`src/rtl/pipe_scroller_if.sv`:
```
// pipe_scroller_if
//   Bundles the game-side signals of pipe_scroller.
//   master : game controller / pipe generator side (drives ongoing, col_in, bird_row)
//   slave  : pipe_scroller side (drives grid, scroll_tick, gameOver, score)
//   Signals:
//     ongoing     - game-running request
//     col_in      - next column pattern, 1 = pipe pixel lit
//     bird_row    - one-hot bird row mask, all-zero = no bird
//     grid        - frame buffer, bits [c*ROWS +: ROWS] = column c
//     scroll_tick - one-cycle pulse in the cycle a shift occurs
//     gameOver    - registered collision/end flag
//     score       - pipes passed, saturating at 255
interface pipe_scroller_if #(
    parameter int ROWS = 8,
    parameter int COLS = 16
);
    logic                   ongoing;
    logic [ROWS-1:0]        col_in;
    logic [ROWS-1:0]        bird_row;
    logic [ROWS*COLS-1:0]   grid;
    logic                   scroll_tick;
    logic                   gameOver;
    logic [7:0]             score;

    modport master (
        output ongoing, col_in, bird_row,
        input  grid, scroll_tick, gameOver, score
    );

    modport slave (
        input  ongoing, col_in, bird_row,
        output grid, scroll_tick, gameOver, score
    );
endinterface

```
`src/rtl/pipe_scroller.sv`:
```
// pipe_scroller
//   Scrolls pipe columns through a ROWS x COLS frame buffer, checks the bird
//   against the column at BIRD_COL, flags game over and counts pipes passed.
//   Ports:
//     clk   - system clock
//     reset - synchronous, active-high
//     bus   - pipe_scroller_if.slave (ongoing, col_in, bird_row in;
//             grid, scroll_tick, gameOver, score out)
//   Optional feature: define SCROLL_SPEEDUP_EN to shorten the scroll period
//   as the score rises (TICK_DIV >> min(score[7:3], 3)).
module pipe_scroller #(
    parameter int ROWS     = 8,
    parameter int COLS     = 16,
    parameter int BIRD_COL = 2,
    parameter int TICK_DIV = 512
) (
    input  logic             clk,
    input  logic             reset,
    pipe_scroller_if.slave   bus
);
    localparam int CNT_W = (TICK_DIV > 2) ? $clog2(TICK_DIV) : 1;

    typedef enum logic [1:0] {IDLE, RUN, OVER} state_t;

    state_t                 state_q, state_d;
    logic [CNT_W-1:0]       cnt_q, cnt_d;
    logic [ROWS*COLS-1:0]   grid_q, grid_d;
    logic [7:0]             score_q, score_d;
    logic                   gameover_q, gameover_d;

    logic [CNT_W-1:0]       last_cnt;
    logic [ROWS-1:0]        bird_col;
    logic                   collide;
    logic                   shift;

`ifdef SCROLL_SPEEDUP_EN
    // Divisor follows the registered score; the score only moves at a wrap,
    // so the new period starts with the count that follows that wrap.
    logic [1:0] spd;
    int         div;
    always_comb begin
        spd = (score_q[7:3] > 5'd3) ? 2'd3 : score_q[4:3];
        div = TICK_DIV >> spd;
        if (div < 1) begin
            div = 1;
        end
        last_cnt = CNT_W'(div - 1);
    end
`else
    assign last_cnt = CNT_W'(TICK_DIV - 1);
`endif

    always_comb begin
        bird_col = grid_q[BIRD_COL*ROWS +: ROWS];
        collide  = (state_q == RUN) && (|(bird_col & bus.bird_row));
        // >= so a shrinking divisor wraps immediately rather than overrunning
        shift    = (state_q == RUN) && !collide && bus.ongoing && (cnt_q >= last_cnt);
    end

    always_comb begin
        state_d    = state_q;
        cnt_d      = cnt_q;
        grid_d     = grid_q;
        score_d    = score_q;
        gameover_d = gameover_q;
        unique case (state_q)
            IDLE: begin
                grid_d = '0;
                cnt_d  = '0;
                if (bus.ongoing) begin
                    state_d = RUN;
                    score_d = '0;
                end
            end
            RUN: begin
                // Collision outranks both a stop request and a pending shift.
                if (collide) begin
                    state_d    = OVER;
                    gameover_d = 1'b1;
                end else if (!bus.ongoing) begin
                    state_d = IDLE;
                    grid_d  = '0;
                    cnt_d   = '0;
                end else if (shift) begin
                    grid_d = {bus.col_in, grid_q[ROWS*COLS-1:ROWS]};
                    cnt_d  = '0;
                    if ((|bird_col) && (score_q != 8'hFF)) begin
                        score_d = score_q + 8'd1;
                    end
                end else begin
                    cnt_d = cnt_q + CNT_W'(1);
                end
            end
            OVER: begin
                if (!bus.ongoing) begin
                    state_d    = IDLE;
                    gameover_d = 1'b0;
                    grid_d     = '0;
                    cnt_d      = '0;
                end
            end
            default: begin
                state_d = IDLE;
            end
        endcase
    end

    always_ff @(posedge clk) begin
        if (reset) begin
            state_q    <= IDLE;
            cnt_q      <= '0;
            grid_q     <= '0;
            score_q    <= '0;
            gameover_q <= 1'b0;
        end else begin
            state_q    <= state_d;
            cnt_q      <= cnt_d;
            grid_q     <= grid_d;
            score_q    <= score_d;
            gameover_q <= gameover_d;
        end
    end

    assign bus.grid        = grid_q;
    assign bus.scroll_tick = shift;
    assign bus.gameOver    = gameover_q;
    assign bus.score       = score_q;
endmodule

```
`src/flat_wrapper.sv`:
```
// flat-port wrapper written by rule: the top's interface ports become plain ports
module pipe_scroller_flat 
#(
    parameter int ROWS     = 8,
    parameter int COLS     = 16,
    parameter int BIRD_COL = 2,
    parameter int TICK_DIV = 512
)
  (clk, reset, bus_ongoing, bus_col_in, bus_bird_row, bus_grid, bus_scroll_tick, bus_gameOver, bus_score);
  pipe_scroller_if #(.ROWS(ROWS), .COLS(COLS)) bus_i ();
  input  logic clk;
  input  logic reset;
  input wire logic [$bits(bus_i.ongoing)-1:0] bus_ongoing;
  input wire logic [$bits(bus_i.col_in)-1:0] bus_col_in;
  input wire logic [$bits(bus_i.bird_row)-1:0] bus_bird_row;
  output wire logic [$bits(bus_i.grid)-1:0] bus_grid;
  output wire logic [$bits(bus_i.scroll_tick)-1:0] bus_scroll_tick;
  output wire logic [$bits(bus_i.gameOver)-1:0] bus_gameOver;
  output wire logic [$bits(bus_i.score)-1:0] bus_score;
  assign bus_i.ongoing = bus_ongoing;
  assign bus_i.col_in = bus_col_in;
  assign bus_i.bird_row = bus_bird_row;
  assign bus_grid = bus_i.grid;
  assign bus_scroll_tick = bus_i.scroll_tick;
  assign bus_gameOver = bus_i.gameOver;
  assign bus_score = bus_i.score;
  pipe_scroller #(.ROWS(ROWS), .COLS(COLS), .BIRD_COL(BIRD_COL), .TICK_DIV(TICK_DIV)) u_core (.clk(clk), .reset(reset), .bus(bus_i));
endmodule
```
`config.mk`:
```
export PLATFORM = sky130hd
export DESIGN_NAME = pipe_scroller_flat
export DESIGN_NICKNAME = d
export VERILOG_FILES = /design/src/rtl/pipe_scroller_if.sv /design/src/rtl/pipe_scroller.sv /design/src/flat_wrapper.sv
export SDC_FILE = /design/constraint.sdc
export NUM_CORES = 1
export LEC_CHECK = 0
export ABC_CLOCK_PERIOD_IN_PS = 2500
export CELL_PAD_IN_SITES_DETAIL_PLACEMENT = 0
export CELL_PAD_IN_SITES_GLOBAL_PLACEMENT = 1
export CORE_MARGIN = 3
export CORE_UTILIZATION = 37
export CTS_BUF_LIST = sky130_fd_sc_hd__clkbuf_8
export DETAILED_ROUTE_END_ITERATION = 6
export MAX_ROUTING_LAYER = met4
export PLACE_DENSITY = 0.78
export SYNTH_ARGS = -nofsm -noshare
export SYNTH_HDL_FRONTEND = slang
export SYNTH_SLANG_ARGS = --single-unit
```
`constraint.sdc`:
```
create_clock -name clk -period 2.5 [get_ports clk]
set_input_delay 0.25 -clock clk [delete_from_list [all_inputs] [get_ports clk]]
set_output_delay 0.25 -clock clk [all_outputs]
set_load 0.02 [all_outputs]
```
# After elaboration in Yosys (flattened, before gate mapping)
# Cells that the tools add are included.
[classes] add_sub_neg=2 mul=0 div=0 magnitude_cmp=1 n_eq_ne=11 shift=0 n_mux=23 n_bitwise=1 n_reduce_logical=16
[op_table] cell="$mux 128" n=4
[op_table] cell="$pmux 128 s3" n=1
[op_table] cell="$mux 8" n=5
[op_table] cell="$mux 9" n=4
[op_table] cell="$pmux 9 s3" n=1
[op_table] cell="$pmux 8 s2" n=1
[op_table] cell="$reduce_or 8->1" n=2
[op_table] cell="$ne 2x2->1 const B" n=6
[op_table] cell="$add 9x1->9 const B" n=1
[op_table] cell="$ge 9x9->1 const B" n=1
[op_table] cell="$add 8x1->8 const B" n=1
[op_table] cell="$and 8x8->8" n=1
[op_table] cell="$ne 8x8->1 const B" n=1
[op_table] cell="$mux 2" n=3
[op_table] cell="$pmux 2 s3" n=1
[op_table] cell="$reduce_and 3->1" n=2
[op_table] cell="$reduce_and 6->1" n=1
[op_table] cell="$logic_and 1x1->1" n=5
[op_table] cell="$reduce_and 4->1" n=1
[op_table] cell="$reduce_bool 2->1" n=2
[op_table] cell="$ne 3x3->1 const B" n=1
[op_table] cell="$reduce_bool 3->1" n=1
[op_table] cell="$eq 2x1->1 const B" n=1
[op_table] cell="$eq 2x2->1 const B" n=1
[op_table] cell="5 further kinds" n=6
[word_totals] ff_bits=148 latchBits=0 ramBits=0 rom_bits=0 inputBits=19 output_inout_bits=138 word_cells=59 n_memories=0

# Logic depth before layout (Yosys ltp)
# Gate-level depths: netlist of run 1.
[depth] ltp_word=11 ltp_mapped=10 mapped_depth_nobuf=7

# Least setup slack after synthesis of run 1
# No wires, ideal clock.
[synth_timing] kind="reg2reg" from="register u_core.cnt_q[3]" to="register u_core.grid_q[31] (netlist: u_core.bus.grid[31])" setup_ns=0.117 arrival_ns=1.870 required_ns=2.383 setup_slack_ns=0.513 stages_incl_launch_ff=10 n_path_buf=2 period_less_slack_ns=1.987 path_cell_list="dfxtp_1 > and4_1 > and4_1 > ha_1 > a41o_1 > nor2_1 > o31a_1 > buf_2 > buf_2 > a22o_1"
[synth_via] elab_chain_len=4
[synth_rtl] element="from (decl)" line="pipe_scroller.sv:26" rtl="logic [CNT_W-1:0] cnt_q, cnt_d;"
[synth_rtl] element="from (signal assigned)" line="pipe_scroller.sv:117" rtl="cnt_q <= cnt_d;"
[synth_rtl] element="$ge 9x9->1" line="pipe_scroller.sv:57" rtl="shift = (state_q == RUN) && !collide && bus.ongoing && (cnt_q >= last_cnt);"
[synth_rtl] element="$logic_and 1x1->1" line="pipe_scroller.sv:57"
[synth_rtl] element="$ne 3x3->1 (no source line)"
[synth_rtl] element="$reduce_and 4->1 (no source line)"
[synth_rtl] element="to (signal assigned)" line="pipe_scroller.sv:118" rtl="grid_q <= grid_d;"
[synth_rtl] element="to (decl)" line="pipe_scroller.sv:27" rtl="logic [ROWS*COLS-1:0] grid_q, grid_d;"
# Every way passes these cells.
# A chain may end at the register's enable or synchronous reset.

# Final worst setup path of run 1
[layout_timing] from="register u_core.cnt_q[5]" to="register u_core.grid_q[38] (netlist: u_core.bus.grid[38])"
# Same word-level chain as after synthesis.

==> results of run 1 <==
-- synthesized netlist by cell type (4+ instances only) --
| library cell | instances |
|---|---|
| a21oi_1 | 8 |
| and2_1 | 4 |
| buf_6 | 5 |
| nor3_1 | 4 |
| buf_2 | 22 |
| nand4_1 | 5 |
| nand2_1 | 12 |
| a22o_1 | 130 |
| nand3_2 | 4 |
| inv_1 | 8 |
| dfxtp_1 | 148 |
| o211ai_1 | 9 |
| a22oi_1 | 4 |
| nor4_1 | 4 |
| nand3_1 | 14 |
| clkbuf_1 | 4 |
| nor2_1 | 8 |
| o21ai_0 | 7 |
-- power groups by stage --
stage                     clock network, mW  logic, mW  registers, mW
after floorplan                           0     0.0283           2.41
after global placement                    0     0.0663           2.41
after detailed placement                  0     0.0673           2.41
after CTS                              2.03     0.0677           2.36
final                                  1.98     0.0676           2.36
after global routing                   2.15     0.0730           2.36
-- area by class of cell --
class,count,share of cell area (%)
flip-flops and latches,148,41.0
clock inverters,12,2.25
clock buffers,19,3.61
well taps,176,3.04
repair buffers,173,23.8
inverters,8,0.415
multi-input cells,246,25.9
-- stage by stage --
step	hold WS, ns	util, %
after global placement	0.464	51.3
after floorplan	0.376	-
after global routing	0.367	54.4
after CTS	0.365	54.4
after detailed placement	0.465	51.3
final	0.398	54.4
-- how the worst min path moves through the flow --
stage	end	slack [ns]
floorplan	u_core.bus.grid[120]$_SDFFE_PP0P_	0.38
global placement	u_core.bus.grid[0]$_SDFFE_PP0P_	0.46
detailed placement	u_core.bus.grid[5]$_SDFFE_PP0P_	0.47
CTS	u_core.bus.grid[123]$_SDFFE_PP0P_	0.36
global route	u_core.bus.grid[123]$_SDFFE_PP0P_	0.37
finish	u_core.bus.grid[123]$_SDFFE_PP0P_	0.40
-- metal layers --
metal  up-vias  part of all wire [%]
li1       2005                     -
met1      2007                    46
met2       159                    45
met3        13                   8.2
met4         0                  0.97
met5         -                     0
-- sequential cells by signal (all words and copies together) (netlist names) --
signal	count
u_core.bus.score	8
u_core.cnt_q	9
u_core.bus.gameOver	1
u_core.state_q	2
u_core.bus.grid	128
-- cells by family (layout without fill, tap and decap cells) --
logic type | count (synthesis) | after routing | share of synthesized area (%)
compound gates | 172 | 172 | 28.0
simple gates | 71 | 71 | 8.15
fa+ha+maj | 3 | 3 | 0.741
flops | 148 | 148 | 58.5
buf+inv | 41 | 212 | 4.62
-- what timing repair did --
item / in CTS / in global routing
setup endpoints to repair: 1 / 2
hold buffers: 0 / 0
pin swaps: 1 / 0
resized for setup: 2 / 3
==> out/metrics.json, run 1 <==
{
  "stdcell_area_um2": 7240,
  "fp.coreArea_um2": 13300,
  "cp_slowest_cell": "buf_12",
  "crit_path_start": "u_core.cnt_q[5]$_SDFFE_PP0P_",
  "leakage_power_nw": 2.67,
  "drt_first_iter_violations": 417,
  "die_area_um2": 15100,
  "routed-via-count": 4184,
  "worstPathMaxFanout": 128,
  "timing_worst_setup_path_type": "reg2reg",
  "timing.final.hold_violations": 0,
  "final-setup-viol-count": 0,
  "synthFlopType": "dfxtp_1",
  "grt_remaining_overflow": 0,
  "cts_tree": "built",
  "timing.critical_path.arrival_ns": 2.66,
  "drt.antenna.violating_nets": 0,
  "grt_setup_unrepaired": "false",
  "crit_path_end_kind": "flip-flop",
  "globalRouteMet2Util_pct": 27.0,
  "cts.repair_timing.setup_buffer_count": 0,
  "cpPeakStageDelay_ns": 0.42,
  "placementRows": 42,
  "ys_top_cells_by_area": "dfxtp_1 58%, a22o_1 22%, buf_2 2.2%",
  "final.min_clock_period_ns": 2.28,
  "worst_hold_startpoint": "bus_col_in[3]",
  "cells_on_worst_hold_path": 2,
  "timing.fmax_mhz": 439,
  "vias_per_cell": 5.35,
  "p_int_mw": 3.51,
  "start_of_the_worst_register_to_register_path": "u_core.cnt_q[5]$_SDFFE_PP0P_",
  "detailed_place.area_um2": 6810,
  "initial_utilization_pct": 38.1,
  "power.share.switching_pct": 20.3,
  "post-place-cells": 751,
  "setup_total_negative_slack_ns": 0,
  "seqCellArea_um2": 2960,
  "drt-total-wl_um": 13600,
  "critical_path_buf_inv_count": 1,
  "outcome": "finished clean",
  "firstDrtPassIters": 4,
  "grt_pass1_wl_um": 21200,
  "drv_slew": 0,
  "top_level_ports": 157,
  "yosysSeqAreaShare_pct": 58.5,
  "required_ns": 2.89,
  "multi_input_logic_area_um2": 1880,
  "setup_slack_ns": 0.222,
  "place_ws_ns": 0.195,
  "antenna_cells_inserted": 0,
  "setup.worst_path.end": "u_core.bus.grid[38]$_SDFFE_PP0P_",
  "final_common_cell": "clkdlybuf4s50_1",
  "worst-r2r-cell-count": 8,
  "globalRouteMet3Util_pct": 6.59,
  "filler_cell_count": 1176,
  "ir_drop_v": 0.000298,
  "grt_max_degree": 129,
  "grt_util_all_layers_pct": 18.5,
  "power_switching_mw": 0.896,
  "timing.critical_path.depth": 8,
  "number_of_remaining_drc_errors": 0,
  "cts_htree_levels": 4,
  "synth_cells": 435,
  "cts_root_buf": "clkbuf_8",
  "power_density_nw_per_um2": 609,
  "die_width_um": 123,
  "most_utilized_layer_in_the_global_route_result": "met2",
  "numCtsBuffers": 17,
  "syn_avg_cell_area_um2": 11.6,
  "async_reset_ff_share_pct": 0,
  "final.period_utilization_pct": 91.1,
  "drt-wirelength-per-cell_um": 17.4,
  "hold_path.class": "in2reg",
  "start_kind": "flip-flop",
  "finalWeightedCongestion": 0.857,
  "seq_power_share_pct": 53.5,
  "nets_in_the_synthesized_netlist": 457,
  "antenna_found_initial": 0,
  "place.detailed.hpwl_um": 9320,
  "layout.cells.most_common_list": "155 x clkdlybuf4s50_1, 147 x dfxtp_1, 130 x a22o_1",
  "mappedNetlistArea_um2": 5070,
  "synth_largest_area_cell": "dfxtp_1",
  "worst_skew_pair.late_latency_ns": 0.44,
  "clkTransAtPathRegs_ns": 0.08,
  "timing.max_cap.violations": 0,
  "cts_buffer_depth": 2,
  "total_power_mw": 4.41,
  "ys.warnings.count": 0,
  "number_of_enable_type_register_cells_in_the_synthesized_netlist": 0,
  "layout.nets": 616,
  "grt_pass1_vias": 4034,
  "portBuffers": 156,
  "cts.sinks": 148,
  "die-height_um": 123,
  "ys_ff_latch": 148,
  "clock_power_share_pct": 45.0,
  "critical-path-top-cell-by-count": "and4_1",
  "post_layout_nonfiller_instances": 782,
  "worstMarginPinSlew_ns": 0.539,
  "worstPathCellList": "and4_1 -> and4_1 -> ha_1 -> a41o_1 -> nor2_1 -> o31a_2 -> buf_12 -> a22o_1",
  "grt_util_met1_pct": 24.3,
  "r2r_slack_ns": 0.22,
  "syn2layout_area_growth_pct": 42.8,
  "synth.lib_cells_used.distinct": 39,
  "synth.top_cell.area_share_pct": 58.5,
  "category_of_cells_accounting_for_the_largest_share_of_critical_path_delay": "compound AO/OA/AOI/OAI gates",
  "fin_skew_ns": 0.0108,
  "worst_reg2reg_path_endpoint": "u_core.bus.grid[38]$_SDFFE_PP0P_",
  "share_comb_of_total_power_pct": 1.5,
  "drive_above_1_share_pct": 9.08,
  "slew_headroom_pct": 64.1
}
No activity file was read; power rests on OpenSTA's default activity.
==> run 2: changes to the inputs <==
--- a/config.mk
+++ b/config.mk
@@ -5,15 +5,16 @@
 export SDC_FILE = /design/constraint.sdc
 export NUM_CORES = 1
 export LEC_CHECK = 0
-export ABC_CLOCK_PERIOD_IN_PS = 2500
+export ABC_CLOCK_PERIOD_IN_PS = 1900
 export CELL_PAD_IN_SITES_DETAIL_PLACEMENT = 0
 export CELL_PAD_IN_SITES_GLOBAL_PLACEMENT = 1
-export CORE_MARGIN = 3
-export CORE_UTILIZATION = 37
+export CORE_MARGIN = 1
+export CORE_UTILIZATION = 33
 export CTS_BUF_LIST = sky130_fd_sc_hd__clkbuf_8
 export DETAILED_ROUTE_END_ITERATION = 6
 export MAX_ROUTING_LAYER = met4
-export PLACE_DENSITY = 0.78
+export PLACE_DENSITY = 0.73
+export SLEW_MARGIN = 5
 export SYNTH_ARGS = -nofsm -noshare
 export SYNTH_HDL_FRONTEND = slang
 export SYNTH_SLANG_ARGS = --single-unit
==> constraint.sdc (replaced) <==
create_clock -name clk -period 1.9 [get_ports clk]
set_input_delay 0.19 -clock clk [delete_from_list [all_inputs] [get_ports clk]]
set_output_delay 0.19 -clock clk [all_outputs]
set_load 0.02 [all_outputs]
==> out/metrics.json, run 2 (synthesis results as in run 1) <==
{
  "outcome": {"value": "finished with violations", "change": "was finished clean"},
  "violations": "setup timing",
  "clkTransAtPathRegs": {"value": 0.08, "unit": "ns", "change": "about the same"},
  "filler_cell_count": {"value": 1305, "change": "was 1176"},
  "final_common_cell": {"value": "clkdlybuf4s50_1", "change": "unchanged"},
  "power.share.switching": {"value": 21.2, "unit": "%", "change": "was 20.3%"},
  "die_area": {"value": 15900, "unit": "um^2", "change": "was 15100 um^2"},
  "finalHoldWorstSlack": {"value": 0.325, "unit": "ns", "change": "was 0.398 ns"},
  "postCtsHoldBufs": {"value": 0, "change": "unchanged"},
  "drt.antenna.violating_nets": {"value": 0, "change": "unchanged"},
  "timing.fmax_mhz": 476,
  "drt-total-wl": {"value": 16500, "unit": "um", "change": "was 13600 um"},
  "antenna_cells_inserted": {"value": 0, "change": "unchanged"},
  "cts.sinks": {"value": 148, "change": "unchanged"},
  "drt-wirelength-per-cell": {"value": 19.7, "unit": "um", "change": "was 17.4 um"},
  "numCtsBuffers": {"value": 17, "change": "unchanged"},
  "number_of_remaining_drc_errors": {"value": 0, "change": "unchanged"},
  "grt_remaining_overflow": {"value": 0, "change": "unchanged"},
  "worstPathCellList": {"value": "ha_4 -> and4_1 -> ha_2 -> a41o_4 -> nand4_1 -> inv_1 -> buf_6", "change": "was and4_1 -> and4_1 -> ha_1 -> a41o_1 -> nor2_1 -> o31a_2 -> buf_12 -> a22o_1"},
  "fp.coreArea": {"value": 14800, "unit": "um^2", "change": "was 13300 um^2"},
  "power_density": {"value": 775, "unit": "nW/um^2", "change": "was 609 nW/um^2"},
  "place.detailed.hpwl": {"value": 9830, "unit": "um", "change": "was 9320 um"},
  "final.min_clock_period_ns": 2.10,
  "routed-via-count": {"value": 4572, "change": "was 4184"},
  "p_int": {"value": 4.89, "unit": "mW", "change": "was 3.51 mW"},
  "finalWeightedCongestion": {"value": 0.872, "change": "was 0.857"},
  "cts_htree_levels": {"value": 4, "change": "unchanged"},
  "timing.critical_path.arrival": {"value": 1.91, "unit": "ns", "change": "was 2.66 ns"},
  "crit_path_end_kind": {"value": "primary output", "change": "was flip-flop"},
  "clock_power_share": {"value": 47.5, "unit": "%", "change": "was 45.0%"},
  "cts_tree": {"value": "built", "change": "unchanged"},
  "placementRows": {"value": 44, "change": "was 42"},
  "start_kind": {"value": "flip-flop", "change": "unchanged"},
  "cts_root_buf": {"value": "clkbuf_8", "change": "unchanged"},
  "largest_register_ffs": {"value": 128, "change": "unchanged"},
  "portBuffers": {"value": 156, "change": "unchanged"},
  "critical_path_buf_inv_count": {"value": 2, "change": "was 1"},
  "power_switching": {"value": 1.31, "unit": "mW", "change": "was 0.896 mW"},
  "final.period_utilization_pct": 111,
  "grt_setup_unrepaired": {"value": "true", "change": "was false"},
  "timing.max_cap.violations": {"value": 0, "change": "unchanged"},
  "grt_pass1_vias": {"value": 4395, "change": "was 4034"},
  "required": {"value": 1.71, "unit": "ns", "change": "was 2.89 ns"},
  "final_core_utilization": {"value": 54.2, "unit": "%", "change": "was 54.4%"},
  "leakage_power": {"value": 3.00, "unit": "nW", "change": "was 2.67 nW"},
  "timing.final.hold_violations": {"value": 0, "change": "unchanged"},
  "seq_power_share": {"value": 50.0, "unit": "%", "change": "was 53.5%"},
  "die-height": {"value": 126, "unit": "um", "change": "was 123 um"},
  "antenna_found_initial": {"value": 0, "change": "unchanged"},
  "slew_headroom": {"value": 61.9, "unit": "%", "change": "was 64.1%"},
  "drv_slew": {"value": 0, "change": "unchanged"},
  "timing_worst_setup_path_type": {"value": "reg2out", "change": "was reg2reg"},
  "layout.cells.most_common_list": {"value": "155 x clkdlybuf4s50_1, 140 x dfxtp_1, 130 x a22o_1", "change": "was 155 x clkdlybuf4s50_1, 147 x dfxtp_1, 130 x a22o_1"},
  "grt_pass1_wl": {"value": 23300, "unit": "um", "change": "was 21200 um"},
  "worst_skew_pair.late_latency": {"value": 0.46, "unit": "ns", "change": "was 0.44 ns"},
  "cts_buffer_depth": {"value": 2, "change": "unchanged"},
  "hold_path.class": {"value": "in2reg", "change": "unchanged"},
  "die_width": {"value": 126, "unit": "um", "change": "was 123 um"},
  "grt_util_all_layers": {"value": 19.6, "unit": "%", "change": "was 18.5%"},
  "ir_drop": {"value": 0.000410, "unit": "V", "change": "was 0.000298 V"},
  "top_level_ports": {"value": 157, "change": "unchanged"},
  "drt_first_iter_violations": {"value": 261, "change": "was 417"},
  "setup_slack": {"value": -0.200, "unit": "ns", "change": "was 0.222 ns"},
  "vias_per_cell": {"value": 5.45, "change": "was 5.35"},
  "fin_skew": {"value": 0.0131, "unit": "ns", "change": "was 0.0108 ns"},
  "initial_utilization": {"value": 34.3, "unit": "%", "change": "was 38.1%"},
  "grt_max_degree": {"value": 48, "change": "was 129"},
  "share_comb_of_total_power": {"value": 2.5, "unit": "%", "change": "was 1.5%"},
  "r2r_slack": {"value": -0.18, "unit": "ns", "change": "was 0.22 ns"},
  "worstPathMaxFanout": {"value": 3, "change": "was 128"},
  "layout.nets": {"value": 664, "change": "was 616"},
  "category_of_cells_accounting_for_the_largest_share_of_critical_path_delay": {"value": "flip-flops", "change": "was compound AO/OA/AOI/OAI gates"},
  "firstDrtPassIters": {"value": 4, "change": "unchanged"},
  "syn2layout_area_growth": {"value": 57.9, "unit": "%", "change": "was 42.8%"},
  "cp_slowest_cell": {"value": "dfxtp_2", "change": "was buf_12"},
  "final-setup-viol-count": {"value": 141, "change": "was 0"},
  "drive_above_1_share": {"value": 18.9, "unit": "%", "change": "was 9.08%"},
  "cpPeakStageDelay": {"value": 0.34, "unit": "ns", "change": "was 0.42 ns"},
  "worstMarginPinSlew": {"value": 0.570, "unit": "ns", "change": "was 0.539 ns"}
}
run 2: final timing paths:
path | from | to | cells past startpoint
max | u_core.cnt_q[0]$_SDFFE_PP0P_ | bus_scroll_tick | 7
min | bus_col_in[2] | u_core.bus.grid[122]$_SDFFE_PP0P_ | 2
max reg2reg | u_core.cnt_q[0]$_SDFFE_PP0P_ | u_core.bus.grid[73]$_SDFFE_PP0P_ | 9
min reg2reg | u_core.bus.grid[1]$_SDFFE_PP0P_ | u_core.bus.grid[1]$_SDFFE_PP0P_ | 1
run 2: power by group through the flow:
| stage | clock, mW | sequential (mW) | combinational (mW) |
|---|---|---|---|
| after global placement | 0 | 3.18 | 0.102 |
| after floorplan | 0 | 3.18 | 0.0419 |
| after global routing | 3.12 | 3.10 | 0.165 |
| after CTS | 2.99 | 3.10 | 0.117 |
| final | 2.94 | 3.10 | 0.156 |
| after detailed placement | 0 | 3.18 | 0.103 |
run 2: stage by stage:
stage | TNS (ns) | setup WS (ns) | power [mW] | area (um^2) | std cells
after floorplan | -3.82 | -0.0319 | 3.22 | 5110 | 435
after global placement | -27.41 | -0.274 | 3.28 | 7070 | 786
after detailed placement | -31.88 | -0.268 | 3.28 | 7070 | 786
after CTS | -19.56 | -0.191 | 6.21 | 7720 | 826
after global routing | -30.40 | -0.252 | 6.39 | 8000 | 839
final | -20.31 | -0.200 | 6.20 | 8000 | 839
run 2: timing repair:
action                     4_1_cts  5_1_grt
setup endpoints to repair      138      146
gates cloned                     2       14
pin swaps                        6        3
gates resized for setup         23        8
buffers inserted                 7        0
run 2: worst reg2reg max path: cells and delay by family (launching register included):
kind,cells,cell delay [ns]
AOI/OAI and AO/OA,2,0.49
buffers and inverters,3,0.45
and+or+nand+nor,2,0.37
DFF,1,0.34
adders and majority gates,2,0.32
run 2: cell type report:
class | count | area (um^2) | share of cell area, %
tap | 184 | 230 | 2.88
timing repair buffer | 218 | 2280 | 28.5
multi-input combinational | 249 | 2000 | 25.0
clock inverter | 15 | 251 | 3.14
clock buffer | 17 | 234 | 2.93
inverter | 8 | 30.0 | 0.375
sequential | 148 | 2970 | 37.2
run 2: per-layer routing:
layer  part of all wire, %  vias to the layer above  GRT usage, %
met3                   7.3                       22          6.24
met2                    44                      191          28.9
li1                      -                     2123             -
met5                     0                        -             -
met4                   1.8                        0          8.36
met1                    47                     2236          24.6
